===== src/rtl/ins_pkg.sv =====
// rtl/ins_pkg.sv - RV64 instruction types, formats and opcode fields shared by encoder and decoder
package ins_pkg;

  localparam int TYPE_W = 23;

  typedef logic [TYPE_W-1:0] ins_type_t;
  typedef logic [4:0]        ins_fmt_t;

  localparam ins_type_t T_JAL  = 23'b1 << 22;
  localparam ins_type_t T_JALR = 23'b1 << 21;
  localparam ins_type_t T_BEQ  = 23'b1 << 20;
  localparam ins_type_t T_BNE  = 23'b1 << 19;
  localparam ins_type_t T_LD   = 23'b1 << 18;
  localparam ins_type_t T_SD   = 23'b1 << 17;
  localparam ins_type_t T_ADDI = 23'b1 << 16;
  localparam ins_type_t T_SLTI = 23'b1 << 15;
  localparam ins_type_t T_XORI = 23'b1 << 14;
  localparam ins_type_t T_ORI  = 23'b1 << 13;
  localparam ins_type_t T_ANDI = 23'b1 << 12;
  localparam ins_type_t T_SLLI = 23'b1 << 11;
  localparam ins_type_t T_SRLI = 23'b1 << 10;
  localparam ins_type_t T_SRAI = 23'b1 << 9;
  localparam ins_type_t T_ADD  = 23'b1 << 8;
  localparam ins_type_t T_SUB  = 23'b1 << 7;
  localparam ins_type_t T_SLL  = 23'b1 << 6;
  localparam ins_type_t T_SLT  = 23'b1 << 5;
  localparam ins_type_t T_XOR  = 23'b1 << 4;
  localparam ins_type_t T_SRL  = 23'b1 << 3;
  localparam ins_type_t T_SRA  = 23'b1 << 2;
  localparam ins_type_t T_OR   = 23'b1 << 1;
  localparam ins_type_t T_AND  = 23'b1 << 0;

  localparam ins_fmt_t FMT_R = 5'b10000;
  localparam ins_fmt_t FMT_I = 5'b01000;
  localparam ins_fmt_t FMT_S = 5'b00100;
  localparam ins_fmt_t FMT_B = 5'b00010;
  localparam ins_fmt_t FMT_J = 5'b00001;

  localparam logic [6:0] OPC_JAL    = 7'b1101111;
  localparam logic [6:0] OPC_JALR   = 7'b1100111;
  localparam logic [6:0] OPC_BRANCH = 7'b1100011;
  localparam logic [6:0] OPC_LOAD   = 7'b0000011;
  localparam logic [6:0] OPC_STORE  = 7'b0100011;
  localparam logic [6:0] OPC_OP_IMM = 7'b0010011;
  localparam logic [6:0] OPC_OP     = 7'b0110011;

  localparam logic [2:0] F3_ADD  = 3'b000;
  localparam logic [2:0] F3_SLL  = 3'b001;
  localparam logic [2:0] F3_SLT  = 3'b010;
  localparam logic [2:0] F3_LSD  = 3'b011;
  localparam logic [2:0] F3_XOR  = 3'b100;
  localparam logic [2:0] F3_SR   = 3'b101;
  localparam logic [2:0] F3_OR   = 3'b110;
  localparam logic [2:0] F3_AND  = 3'b111;
  localparam logic [2:0] F3_BEQ  = 3'b000;
  localparam logic [2:0] F3_BNE  = 3'b001;

  localparam logic [6:0] F7_BASE = 7'b0000000;
  localparam logic [6:0] F7_ALT  = 7'b0100000;

  typedef enum logic [0:0] {
    ST_IDLE = 1'b0,
    ST_WR   = 1'b1
  } enc_state_t;

  function automatic logic is_onehot(input ins_type_t t);
    return (t != '0) && ((t & (t - 1'b1)) == '0);
  endfunction

endpackage


===== src/rtl/ins_word_enc.sv =====
// rtl/ins_word_enc.sv - combinational packing of one decoded instruction into a 32-bit RV64 word
module ins_word_enc
  import ins_pkg::*;
(
  input  logic [22:0] in_type,
  input  logic [4:0]  in_rd,
  input  logic [4:0]  in_rs1,
  input  logic [4:0]  in_rs2,
  input  logic [20:0] in_imm,
  output logic [31:0] word,
  output logic        legal
);

  ins_fmt_t   fmt;
  logic [6:0] opcode;
  logic [2:0] f3;
  logic [6:0] f7;
  logic       shamt;

  assign legal = is_onehot(in_type);

  always_comb begin
    fmt    = '0;
    opcode = '0;
    f3     = '0;
    f7     = F7_BASE;
    shamt  = 1'b0;
    case (in_type)
      T_JAL:  begin fmt = FMT_J; opcode = OPC_JAL; end
      T_JALR: begin fmt = FMT_I; opcode = OPC_JALR;   f3 = F3_ADD; end
      T_BEQ:  begin fmt = FMT_B; opcode = OPC_BRANCH; f3 = F3_BEQ; end
      T_BNE:  begin fmt = FMT_B; opcode = OPC_BRANCH; f3 = F3_BNE; end
      T_LD:   begin fmt = FMT_I; opcode = OPC_LOAD;   f3 = F3_LSD; end
      T_SD:   begin fmt = FMT_S; opcode = OPC_STORE;  f3 = F3_LSD; end
      T_ADDI: begin fmt = FMT_I; opcode = OPC_OP_IMM; f3 = F3_ADD; end
      T_SLTI: begin fmt = FMT_I; opcode = OPC_OP_IMM; f3 = F3_SLT; end
      T_XORI: begin fmt = FMT_I; opcode = OPC_OP_IMM; f3 = F3_XOR; end
      T_ORI:  begin fmt = FMT_I; opcode = OPC_OP_IMM; f3 = F3_OR;  end
      T_ANDI: begin fmt = FMT_I; opcode = OPC_OP_IMM; f3 = F3_AND; end
      T_SLLI: begin fmt = FMT_I; opcode = OPC_OP_IMM; f3 = F3_SLL; shamt = 1'b1; end
      T_SRLI: begin fmt = FMT_I; opcode = OPC_OP_IMM; f3 = F3_SR;  shamt = 1'b1; end
      T_SRAI: begin fmt = FMT_I; opcode = OPC_OP_IMM; f3 = F3_SR;  shamt = 1'b1; f7 = F7_ALT; end
      T_ADD:  begin fmt = FMT_R; opcode = OPC_OP; f3 = F3_ADD; end
      T_SUB:  begin fmt = FMT_R; opcode = OPC_OP; f3 = F3_ADD; f7 = F7_ALT; end
      T_SLL:  begin fmt = FMT_R; opcode = OPC_OP; f3 = F3_SLL; end
      T_SLT:  begin fmt = FMT_R; opcode = OPC_OP; f3 = F3_SLT; end
      T_XOR:  begin fmt = FMT_R; opcode = OPC_OP; f3 = F3_XOR; end
      T_SRL:  begin fmt = FMT_R; opcode = OPC_OP; f3 = F3_SR;  end
      T_SRA:  begin fmt = FMT_R; opcode = OPC_OP; f3 = F3_SR;  f7 = F7_ALT; end
      T_OR:   begin fmt = FMT_R; opcode = OPC_OP; f3 = F3_OR;  end
      T_AND:  begin fmt = FMT_R; opcode = OPC_OP; f3 = F3_AND; end
      default: ;
    endcase
  end

  // Shift immediates carry funct6 = funct7[6:1] above a 6-bit shamt (RV64)
  always_comb begin
    word = '0;
    case (fmt)
      FMT_R: word = {f7, in_rs2, in_rs1, f3, in_rd, opcode};
      FMT_I: word = shamt ? {f7[6:1], in_imm[5:0], in_rs1, f3, in_rd, opcode}
                          : {in_imm[11:0], in_rs1, f3, in_rd, opcode};
      FMT_S: word = {in_imm[11:5], in_rs2, in_rs1, f3, in_imm[4:0], opcode};
      FMT_B: word = {in_imm[12], in_imm[10:5], in_rs2, in_rs1, f3,
                     in_imm[4:1], in_imm[11], opcode};
      FMT_J: word = {in_imm[20], in_imm[10:1], in_imm[11], in_imm[19:12], in_rd, opcode};
      default: word = '0;
    endcase
  end

endmodule


===== src/rtl/ins_encoder.sv =====
// rtl/ins_encoder.sv - handshaked instruction encoder writing words to consecutive memory addresses
module ins_encoder
  import ins_pkg::*;
#(
  parameter logic [29:0] BASE_ADDR = 30'h0
) (
  input  logic        clk,
  input  logic        rst_n,
  input  logic        start,
  input  logic        in_valid,
  output logic        in_ready,
  input  logic [22:0] in_type,
  input  logic [4:0]  in_rd,
  input  logic [4:0]  in_rs1,
  input  logic [4:0]  in_rs2,
  input  logic [20:0] in_imm,
  output logic        mem_wen,
  input  logic        mem_ready,
  output logic [29:0] mem_addr_I,
  output logic [31:0] mem_wdata_I,
  output logic        err
);

  enc_state_t  state, state_nxt;
  logic [31:0] enc_word;
  logic        enc_legal;
  logic        accept;

  ins_word_enc u_word_enc (
    .in_type (in_type),
    .in_rd   (in_rd),
    .in_rs1  (in_rs1),
    .in_rs2  (in_rs2),
    .in_imm  (in_imm),
    .word    (enc_word),
    .legal   (enc_legal)
  );

  assign in_ready = (state == ST_IDLE) && !start;
  assign accept   = in_valid && in_ready;

  always_ff @(posedge clk or negedge rst_n) begin
    if (!rst_n) state <= ST_IDLE;
    else        state <= state_nxt;
  end

  always_comb begin
    state_nxt = state;
    case (state)
      ST_IDLE: if (accept && enc_legal) state_nxt = ST_WR;
      ST_WR:   if (mem_ready) state_nxt = ST_IDLE;
      default: state_nxt = ST_IDLE;
    endcase
    if (start) state_nxt = ST_IDLE;
  end

  // Illegal accepts complete the handshake but only raise the sticky flag
  always_ff @(posedge clk or negedge rst_n) begin
    if (!rst_n) begin
      mem_wen     <= 1'b0;
      mem_addr_I  <= BASE_ADDR;
      mem_wdata_I <= '0;
      err         <= 1'b0;
    end else if (start) begin
      mem_wen    <= 1'b0;
      mem_addr_I <= BASE_ADDR;
      err        <= 1'b0;
    end else begin
      mem_wen <= (state_nxt == ST_WR);
      if (accept) begin
        if (enc_legal) mem_wdata_I <= enc_word;
        else           err         <= 1'b1;
      end
      if (state == ST_WR && mem_ready) mem_addr_I <= mem_addr_I + 30'd1;
    end
  end

endmodule


===== config.mk =====
export PLATFORM = sky130hd
export DESIGN_NAME = ins_encoder
export DESIGN_NICKNAME = d
export VERILOG_FILES = /design/src/rtl/ins_pkg.sv /design/src/rtl/ins_word_enc.sv /design/src/rtl/ins_encoder.sv
export SDC_FILE = /design/constraint.sdc
export NUM_CORES = 1
export LEC_CHECK = 0
export ABC_AREA = 0
export BUFFER_PORTS_ARGS = -buffer_cell sky130_fd_sc_hd__clkbuf_2
export CAP_MARGIN = 10
export CORE_MARGIN = 2
export CORE_UTILIZATION = 54
export CTS_BUF_LIST = sky130_fd_sc_hd__clkbuf_2
export DETAILED_ROUTE_END_ITERATION = 16
export PLACE_DENSITY = 0.85
export SYNTH_ARGS = -nofsm -noshare
export SYNTH_HDL_FRONTEND = slang
export SYNTH_SLANG_ARGS = --single-unit
export TNS_END_PERCENT = 5

===== constraint.sdc =====
create_clock -name clk -period 2.07 [get_ports clk]
set_input_delay 0.1035 -clock clk [delete_from_list [all_inputs] [get_ports clk]]
set_output_delay 0.1035 -clock clk [all_outputs]
set_load 0.03 [all_outputs]

* After elaboration in Yosys (flattened, before gate mapping)
Cells that the tools add are included.
** Storage, ports and cells
- Latch bits :: 0
- Memories kept :: 0
- Register bits :: 65
- Memory bits (read-only) :: 0
- Word-level logic and storage cells :: 81
- Bits in writable memories :: 0
- Output and inout port bits :: 65
- Bits of input ports :: 64
** Cells by class
- Add/subtract/negate cells :: 2
- Mux-type cells :: 17
- Multiply operators :: 0
- Magnitude comparators :: 0
- Div/mod/pow operators :: 0
- Bitwise logic cells :: 3
- Reductions and logical operators :: 25
- Shifts and indexed selects :: 0
- Equal/unequal tests :: 29
** Operator list (number)
- $pmux W32 S5 :: 1
- $mux W30 :: 2
- $pmux W7 S7 :: 1
- $mux W32 :: 1
- $add A30 B1 Y30 const B :: 1
- $pmux W5 S5 :: 1
- $and A23 B23 Y23 :: 1
- $eq A23 B1 Y1 const B :: 1
- $eq A23 B10 Y1 const B :: 1
- $eq A23 B11 Y1 const B :: 1
- $eq A23 B12 Y1 const B :: 1
- $eq A23 B13 Y1 const B :: 1
- $eq A23 B14 Y1 const B :: 1
- $eq A23 B15 Y1 const B :: 1
- $eq A23 B16 Y1 const B :: 1
- $eq A23 B17 Y1 const B :: 1
- $eq A23 B18 Y1 const B :: 1
- $eq A23 B19 Y1 const B :: 1
- $eq A23 B2 Y1 const B :: 1
- $eq A23 B20 Y1 const B :: 1
- $eq A23 B21 Y1 const B :: 1
- $eq A23 B22 Y1 const B :: 1
- $eq A23 B23 Y1 const B :: 1
- $eq A23 B3 Y1 const B :: 1
- 31 further kinds :: 51

* Longest topological paths before layout
Gate-level depths: netlist of run 1.
- Depth in word-level cells :: 9
- Gate-level depth with buffers :: 11
- Gate-level depth less buffers :: 8

* Modules after synthesis
From an unflattened synthesis of run 1, not the netlist that was laid out.
** Second synthesis, totals
- Cells, all modules :: 412
- Area, all modules :: 4056.4 µm²
** By module, submodules not included
- ins_encoder :: sequential area each 1601.5 µm², times used 1, area each 2886.5 µm², cells an instance 242
- ins_word_enc :: sequential area each 0.0 µm², times used 1, area each 1169.9 µm², cells an instance 170

* Worst setup path before layout of run 1
Ideal clock, no wire load.
- Kind :: in2reg
- From :: in in_type[15]
- To :: reg mem_wdata_I[5]
- Path buffers :: 3
- Required time :: 1.939 ns
- Library setup time :: 0.131 ns
- Cell stages on the path :: 10
- Data arrival time :: 2.733 ns
- Slack :: -0.794 ns
- Cell sequence :: buf_2 or4_1 clkbuf_1 nor4_1 mux2i_1 nand4_1 or4_4 buf_6 nor4b_2 a21oi_1
** Between the ends
- Cells in the longest elaborated chain, start to end :: 5
- Elaborated cells between the ends (all ways) :: 42
- Those cells by class :: add/sub (1); eq/ne (28); mux (4); bitwise (1); reduce/logical (8)
** Ends and longest elaborated chain
- from (decl) :: line ins_encoder.sv:12 : input logic [22:0] in_type,
- $sub A23 B1 Y23 (tied with other cells) :: line ins_pkg.sv:67 : return (t != '0) && ((t & (t - 1'b1)) == '0);
- $and A23 B23 Y23 (tied with other cells) :: line ins_pkg.sv:67
- $logic_not A23 Y1 (tied with other cells) :: line ins_pkg.sv:67
- $logic_and A1 B1 Y1 (tied with other cells) :: line ins_pkg.sv:67
- $reduce_and A3 Y1 (no line) / $pmux W32 S5 (equally long branches)
- to (signal assigned) :: line ins_encoder.sv:71 : if (enc_legal) mem_wdata_I <= enc_word;
- to (decl) :: line ins_encoder.sv:20 : output logic [31:0] mem_wdata_I,
Several ways; a longest one is shown, not always the timed one.
A chain may end at the register's enable or synchronous reset.

* Worst setup path after layout of run 1
- From :: in in_type[14]
- To :: reg mem_wdata_I[9]
** Between the ends
- Cells in the longest elaborated chain, start to end :: 5
- Elaborated cells between the ends (all ways) :: 39
- Those cells by class :: add/sub (1); eq/ne (28); mux (2); bitwise (1); reduce/logical (7)
** Ends and longest elaborated chain (line)
- $sub A23 B1 Y23 (tied with other cells) :: ins_pkg.sv:67
- $and A23 B23 Y23 (tied with other cells) :: ins_pkg.sv:67
- $logic_not A23 Y1 / $pmux W5 S5 (equally long branches) :: ins_pkg.sv:67, ins_word_enc.sv:28
- $logic_and A1 B1 Y1 (tied with other cells) :: ins_pkg.sv:67
- $reduce_and A3 Y1 (no line) / $pmux W32 S5 (equally long branches)
Several ways; a longest one is shown, not always the timed one.

==> results of run 1 <==
==> cells by family (layout without fill, tap and decap cells) <==
group | after synthesis | after routing | synth area share, %
XOR/XNOR | 34 | 34 | 7.126
AO/OA/AOI/OAI | 94 | 94 | 15.48
multiplexers | 21 | 21 | 6.048
adder cells (fa/ha/maj) | 2 | 2 | 0.5389
flip-flops | 63 | 63 | 37.72
buffers and inverters | 54 | 285 | 5.449
AND/OR/NAND/NOR | 212 | 214 | 27.64
==> stage by stage <==
step	hold slack (ns)	total power [mW]	setup WS, ns	util, %
5_1_grt	-0.005832	2.430	-0.2055	80.12
4_1_cts	0.005666	2.318	-0.1423	79.26
3_5_place_dp	0.3176	1.586	-0.7736	72.63
2_1_floorplan	-0.1921	1.400	-0.5845	-
3_3_place_gp	0.3073	1.579	-0.6972	72.63
6_report	-0.004471	2.345	-0.1979	80.12
==> registers in the layout, summed over array words and instances (netlist names) <==
register / cells
mem_wdata_I: 31
mem_addr_I: 30
err: 1
mem_wen: 1
==> metal layers <==
| layer | GRT usage (%) | part of all wire, % | up-vias |
|---|---|---|---|
| li1 | - | - | 2215 |
| met1 | 44.01 | 39 | 2356 |
| met2 | 64.77 | 50 | 291 |
| met3 | 8.053 | 7.8 | 61 |
| met4 | 13.06 | 3.6 | 0 |
| met5 | 0 | 0 | - |
==> what timing repair did <==
action,CTS,global route
hold buffers,27,1
setup endpoints to repair,33,42
gates resized for setup,22,14
endpoints found under the hold margin,83,1
cloned,2,0
pin swaps,12,8
setup buffers,4,0
==> critical path, cell delays in order <==
cell	delay (ns)
clkbuf_2	0.11
or4_4	0.55
buf_6	0.14
nor4_4	0.29
mux2i_1	0.24
nand4_1	0.22
or4_4	0.67
mux2_4	0.34
==> cell type report <==
| type | count | area (µm²) | share of cell area [%] |
|---|---|---|---|
| multi-input combinational | 365 | 2536 | 41.61 |
| clock inverter | 5 | 50.05 | 0.8212 |
| sequential | 63 | 1577 | 25.87 |
| clock buffer | 10 | 50.05 | 0.8212 |
| timing repair buffer | 253 | 1690 | 27.74 |
| inverter | 17 | 63.81 | 1.047 |
| tap | 102 | 127.6 | 2.094 |
==> cell usage in the layout (no fill, tap or decap), types with 9 or more instances in the layout <==
cell	count
nand4_1	18
clkbuf_2	137
buf_4	92
inv_1	17
dfrtp_1	63
nand2_1	35
xnor2_1	14
nor3_1	14
nor2_1	48
dlygate4sd3_1	28
or3_1	11
o21ai_0	18
a21oi_1	15
xor2_1	20
nand3_1	18
or4_4	9
==> power groups by stage <==
stage | Clock, mW | Combinational, mW | Sequential (mW)
2_1_floorplan | 0 | 0.139 | 1.26
3_3_place_gp | 0 | 0.322 | 1.26
3_5_place_dp | 0 | 0.328 | 1.26
4_1_cts | 0.701 | 0.381 | 1.24
5_1_grt | 0.769 | 0.425 | 1.24
6_report | 0.711 | 0.399 | 1.24
==> worst max path at each step <==
stage                      from                     endpoint  slack [ns]  depth (start not counted)
floorplan            in_type[9]  mem_wdata_I[10]$_DFFE_PN0P_       -0.58                          8
CTS                 in_type[11]   mem_wdata_I[3]$_DFFE_PN0P_       -0.14                          8
global route        in_type[14]  mem_wdata_I[10]$_DFFE_PN0P_       -0.21                          8
global placement     in_type[7]   mem_wdata_I[3]$_DFFE_PN0P_       -0.70                          8
finish              in_type[14]   mem_wdata_I[9]$_DFFE_PN0P_       -0.20                          8
detailed placement   in_type[7]   mem_wdata_I[3]$_DFFE_PN0P_       -0.77                          8
==> impl_metrics.toml, run 1 <==
[routing]
wl_per_cell_um = 19.15
totalWireLength_um = 15610
drtIter0Drc = 397
ant_nets = 0
drc_errors = 0
drt_first_pass_iters = 5
vias = 4923
avgViaCountPerCell = 6.040

[die]
core_um2 = 7607
die_h_um = 91.97
start_util_pct = 54.93
rows = 32
dieArea_um2 = 8458
die_w_um = 91.97
ios = 129

[layout]
filler_cell_count = 516
syn2layout_area_growth_pct = 45.84
diodes = 0
drive_gt1_share_pct = 40.39
layoutNonFillerInstCount = 815
num-nets-final = 774
stdcell_area_um2 = 6095

[critical_path]
start_kind = "primary input"
r2r-start = "mem_addr_I[8]$_DFFE_PN0P_"
cp-end-kind = "flop"
r2r_cells = 7
critical_path_class = "primary input to flop"
worstPathRequired_ns = 2.46
r2r_end = "mem_addr_I[27]$_DFFE_PN0P_"
r2r_setup_slack_ns = 0.02
path_max_fanout = 6
cp.arrival_ns = 2.66

[synth]
synthTopCellsByArea = "dfrtp_1, nor2_1, xor2_1"
synth_top_cell_area_share_pct = 37.72
synthArstFlopShare_pct = 100.0
ys_top_cells_by_count = "dfrtp_1, nor2_1, nand2_1"
synth_edf_count = 0
syn_area_per_cell_um2 = 8.706
yosysWarnings = 0
syn_area_um2 = 4179
yosys_register_bits = 63
synth_largest_area_cell = "dfrtp_1"
ys.flop_type = "dfrtp_1"
yosys.cell_count.top_type = "dfrtp_1"
ys_seq_area_share_pct = 37.72
syn-instance-count = 480
synth_cell_types = 64
syn_nets = 545

[global_routing]
first_global_vias = 4976
grt_max_degree = 64
grt_pass1_wl_um = 24540
overflow = 0
grt_use_total_pct = 36.69
antenna_found_initial = 0

[pwr]
p_sw_uw = 658.8
seqPwrFrac_pct = 52.7
p_clk_share_pct = 30.3
cellLeakagePower_nw = 2.937
vdd_drop_max_uv = 398.9
pwr-share-comb_pct = 17.0
p_int_mw = 1.687
power_density_nw_per_um2 = 384.8
p_sw_share_pct = 28.09

[sta]
layout_min_cycle_time_ns = 2.268
setup_viol = 31
slew_headroom_pct = 47.28
finClkSkew_ns = 0.02696
rsz0062_at_grt = "yes"
max_freq_mhz = 440.9
hold_ws_ns = -0.004471
worst_slew_pin_slew_ns = 0.7908
setup_tns_ns = -3.032
fin_ws_ns = -0.1979
finalHoldViolCount = 1
finalMaxSlewViolations = 0
final.period_utilization_pct = 109.6

[place]
finalWeightedCongestion = 0.9297
place_inst = 766
port_buffers = 128
dp_hpwl_um = 10700
dpl-instance-area_um2 = 5525

[hold_path]
holdPathStages = 3
worstHoldStart = "in_rd[0]"
hold_class = "primary input to flop"
holdPathEnd = "mem_wdata_I[7]$_DFFE_PN0P_"

[cts]
htree_levels = 3
cts_made_buffers = 9
clkLatencyLatePin_ns = 0.50
clk_pin_slew_ns = 0.16
clockRootBuffer = "clkbuf_2"
clock-sinks = 63
cts_max_path_buffers = 2
cts_tree = "done"

[run_status]
violations = "negative hold slack, negative setup slack"
status = "complete, but fails checks"

[run]
drv_cap = 0
Power figures use the tool's default switching activity.
==> inputs of run 2 (changes only) <==
==> constraint.sdc (replaced) <==
create_clock -name clk -period 2.07 [get_ports clk]
set_input_delay 0.414 -clock clk [delete_from_list [all_inputs] [get_ports clk]]
set_output_delay 0.414 -clock clk [all_outputs]
set_load 0.03 [all_outputs]
==> run 2 against run 1 <==
Effect of this change:
- the run ends with negative setup slack left
- register-to-register slack about the same
- via count down 2.6%
- sequential share of layout area up 0.82 points
- routed wire length down 5.9%
- critical endpoint is now mem_wdata_I[24]$_DFFE_PN0P_
- largest power group unchanged
==> impl_metrics.toml, run 2 (same netlist as run 1, synthesis figures left out) <==
[run_status]
status = "complete, but fails checks"
violations = "negative setup slack"

[hold_path]
hold_class = "primary input to flop"
worstHoldStart = "in_imm[6]"

[layout]
final_common_cell = "clkbuf_2"
filler_cell_count = 557
largest_register = "mem_wdata_I"
diodes = 0
postLayoutCoreUtil_pct = 77.65
multi_input_area_um2 = 2495
reg_top3 = "mem_wdata_I: 31 flops, mem_addr_I: 30 flops"
stdcell_area_um2 = 5907
num-nets-final = 752
syn2layout_area_growth_pct = 41.35
most-common-layout-cells = "clkbuf_2, buf_4, dfrtp_1, nor2_1, nand2_1"
largest_register_ffs = 31
drive_gt1_share_pct = 41.62
seq_area_um2 = 1577
layoutNonFillerInstCount = 794

[routing]
drc_errors = 0
drt_first_pass_iters = 5
ant_nets = 0
wl_per_cell_um = 18.50
avgViaCountPerCell = 6.037
totalWireLength_um = 14690
drtIter0Drc = 356
vias = 4793

[sta]
setup_tns_ns = -13.77
finalMaxSlewViolations = 0
slew_headroom_pct = 69.40
final.period_utilization_pct = 124.9
setup_viol = 32
rsz0062_at_grt = "yes"
layout_min_cycle_time_ns = 2.586
finClkSkew_ns = 0.03846
finalHoldViolCount = 0
fin_ws_ns = -0.5156
max_freq_mhz = 386.8
hold_ws_ns = 0.1121
worst_slew_pin_slew_ns = 0.4475

[die]
dieArea_um2 = 8458
ios = 129
die_h_um = 91.97
start_util_pct = 54.93
rows = 32
die_w_um = 91.97
core_um2 = 7607

[critical_path]
worstPathRequired_ns = 2.47
r2r-start = "mem_addr_I[8]$_DFFE_PN0P_"
max_stage_delay_ns = 0.58
critical_path_class = "primary input to flop"
slowest_stage = "or4_4"
cp.arrival_ns = 2.98
cp_cell_sequence = "buf_6 > or4_4 > or4_1 > a21oi_1 > nand4_1 > buf_4 > or4_4 > mux2_4"
path_max_fanout = 5
crit_path_start = "in_type[11]"
r2r_setup_slack_ns = 0.02
critPathTopFamily = "simple AND/OR/NAND/NOR gates"
critPathMostFrequentCell = "or4_4"
critPathBufInv = 2
start_kind = "primary input"
cp-end-kind = "flop"

[cts]
clock-sinks = 63
cts_made_buffers = 9
htree_levels = 3
cts_max_path_buffers = 2
cts_tree = "done"
clk_pin_slew_ns = 0.19
clkLatencyLatePin_ns = 0.51
clockRootBuffer = "clkbuf_2"

[pwr]
power_density_nw_per_um2 = 441.2
power.total_mw = 2.606
cellLeakagePower_nw = 2.882
vdd_drop_max_uv = 302.2

[place]
finalWeightedCongestion = 0.9068
dpl-instance-area_um2 = 5575
dp_hpwl_um = 11200
port_buffers = 128
pre_cts_ws_ns = -1.096
place_inst = 771

[global_routing]
overflow = 0
grt_max_degree = 64
antenna_found_initial = 0
grt_pass1_wl_um = 23360
first_global_vias = 4689
grt_use_total_pct = 35.25

[run]
drv_cap = 0
## run 2: cell count changes in the layout (fill, tap and decap cells not counted), moves of 2 or more
cell,change
a21oi_1,+2
a21oi_2,-2
buf_4,+5
buf_6,+2
bufinv_16,+2
clkbuf_2,-3
clkinv_1,-2
dlygate4sd3_1,-27
or4_1,+2
or4_4,-2
## run 2: metal layers
metal / GRT usage [%] / routed length (µm)
met1: 43.55 / 5778
met2: 60.29 / 7268
met3: 7.149 / 1173
met4: 14.43 / 466
met5: 0 / 0
## run 2: cell type report
cell class	count	area share, %
inverter	17	1.080
multi-input combinational	365	42.24
clock buffer	10	0.8473
clock inverter	6	1.843
timing repair buffer	231	25.14
sequential	63	26.69
tap	102	2.161
## run 2: power by group
group          internal [mW]  switching [mW]
Clock                  0.525           0.478
Sequential              1.23         0.00122
Combinational          0.166           0.202
Total                   1.92           0.681
## run 2: timing repair
| item | CTS | global route |
|---|---|---|
| hold buffers | 1 | 0 |
| gates resized for setup | 12 | 25 |
| buffers inserted | 0 | 4 |
| pin swaps | 7 | 10 |
| gates cloned | 2 | 0 |
| setup endpoints to repair | 34 | 45 |
| endpoints found under the hold margin | 63 | 0 |
## run 2: worst paths after layout
path / to / cells after the start
setup / recovery: mem_wdata_I[24]$_DFFE_PN0P_ / 8
hold / removal: mem_wdata_I[26]$_DFFE_PN0P_ / 3
setup reg to reg: mem_addr_I[27]$_DFFE_PN0P_ / 7
hold reg to reg: mem_wdata_I[13]$_DFFE_PN0P_ / 1
min in group asynchronous: mem_addr_I[8]$_DFFE_PN0P_ / 3
max in group asynchronous: mem_wdata_I[4]$_DFFE_PN0P_ / 3
## run 2: tightest hold or removal path, delay by kind of cell
kind,cells,cell delay [ns]
buffers and inverters,1,0.08
AND/OR/NAND/NOR,1,0.04
multiplexers,1,0.05
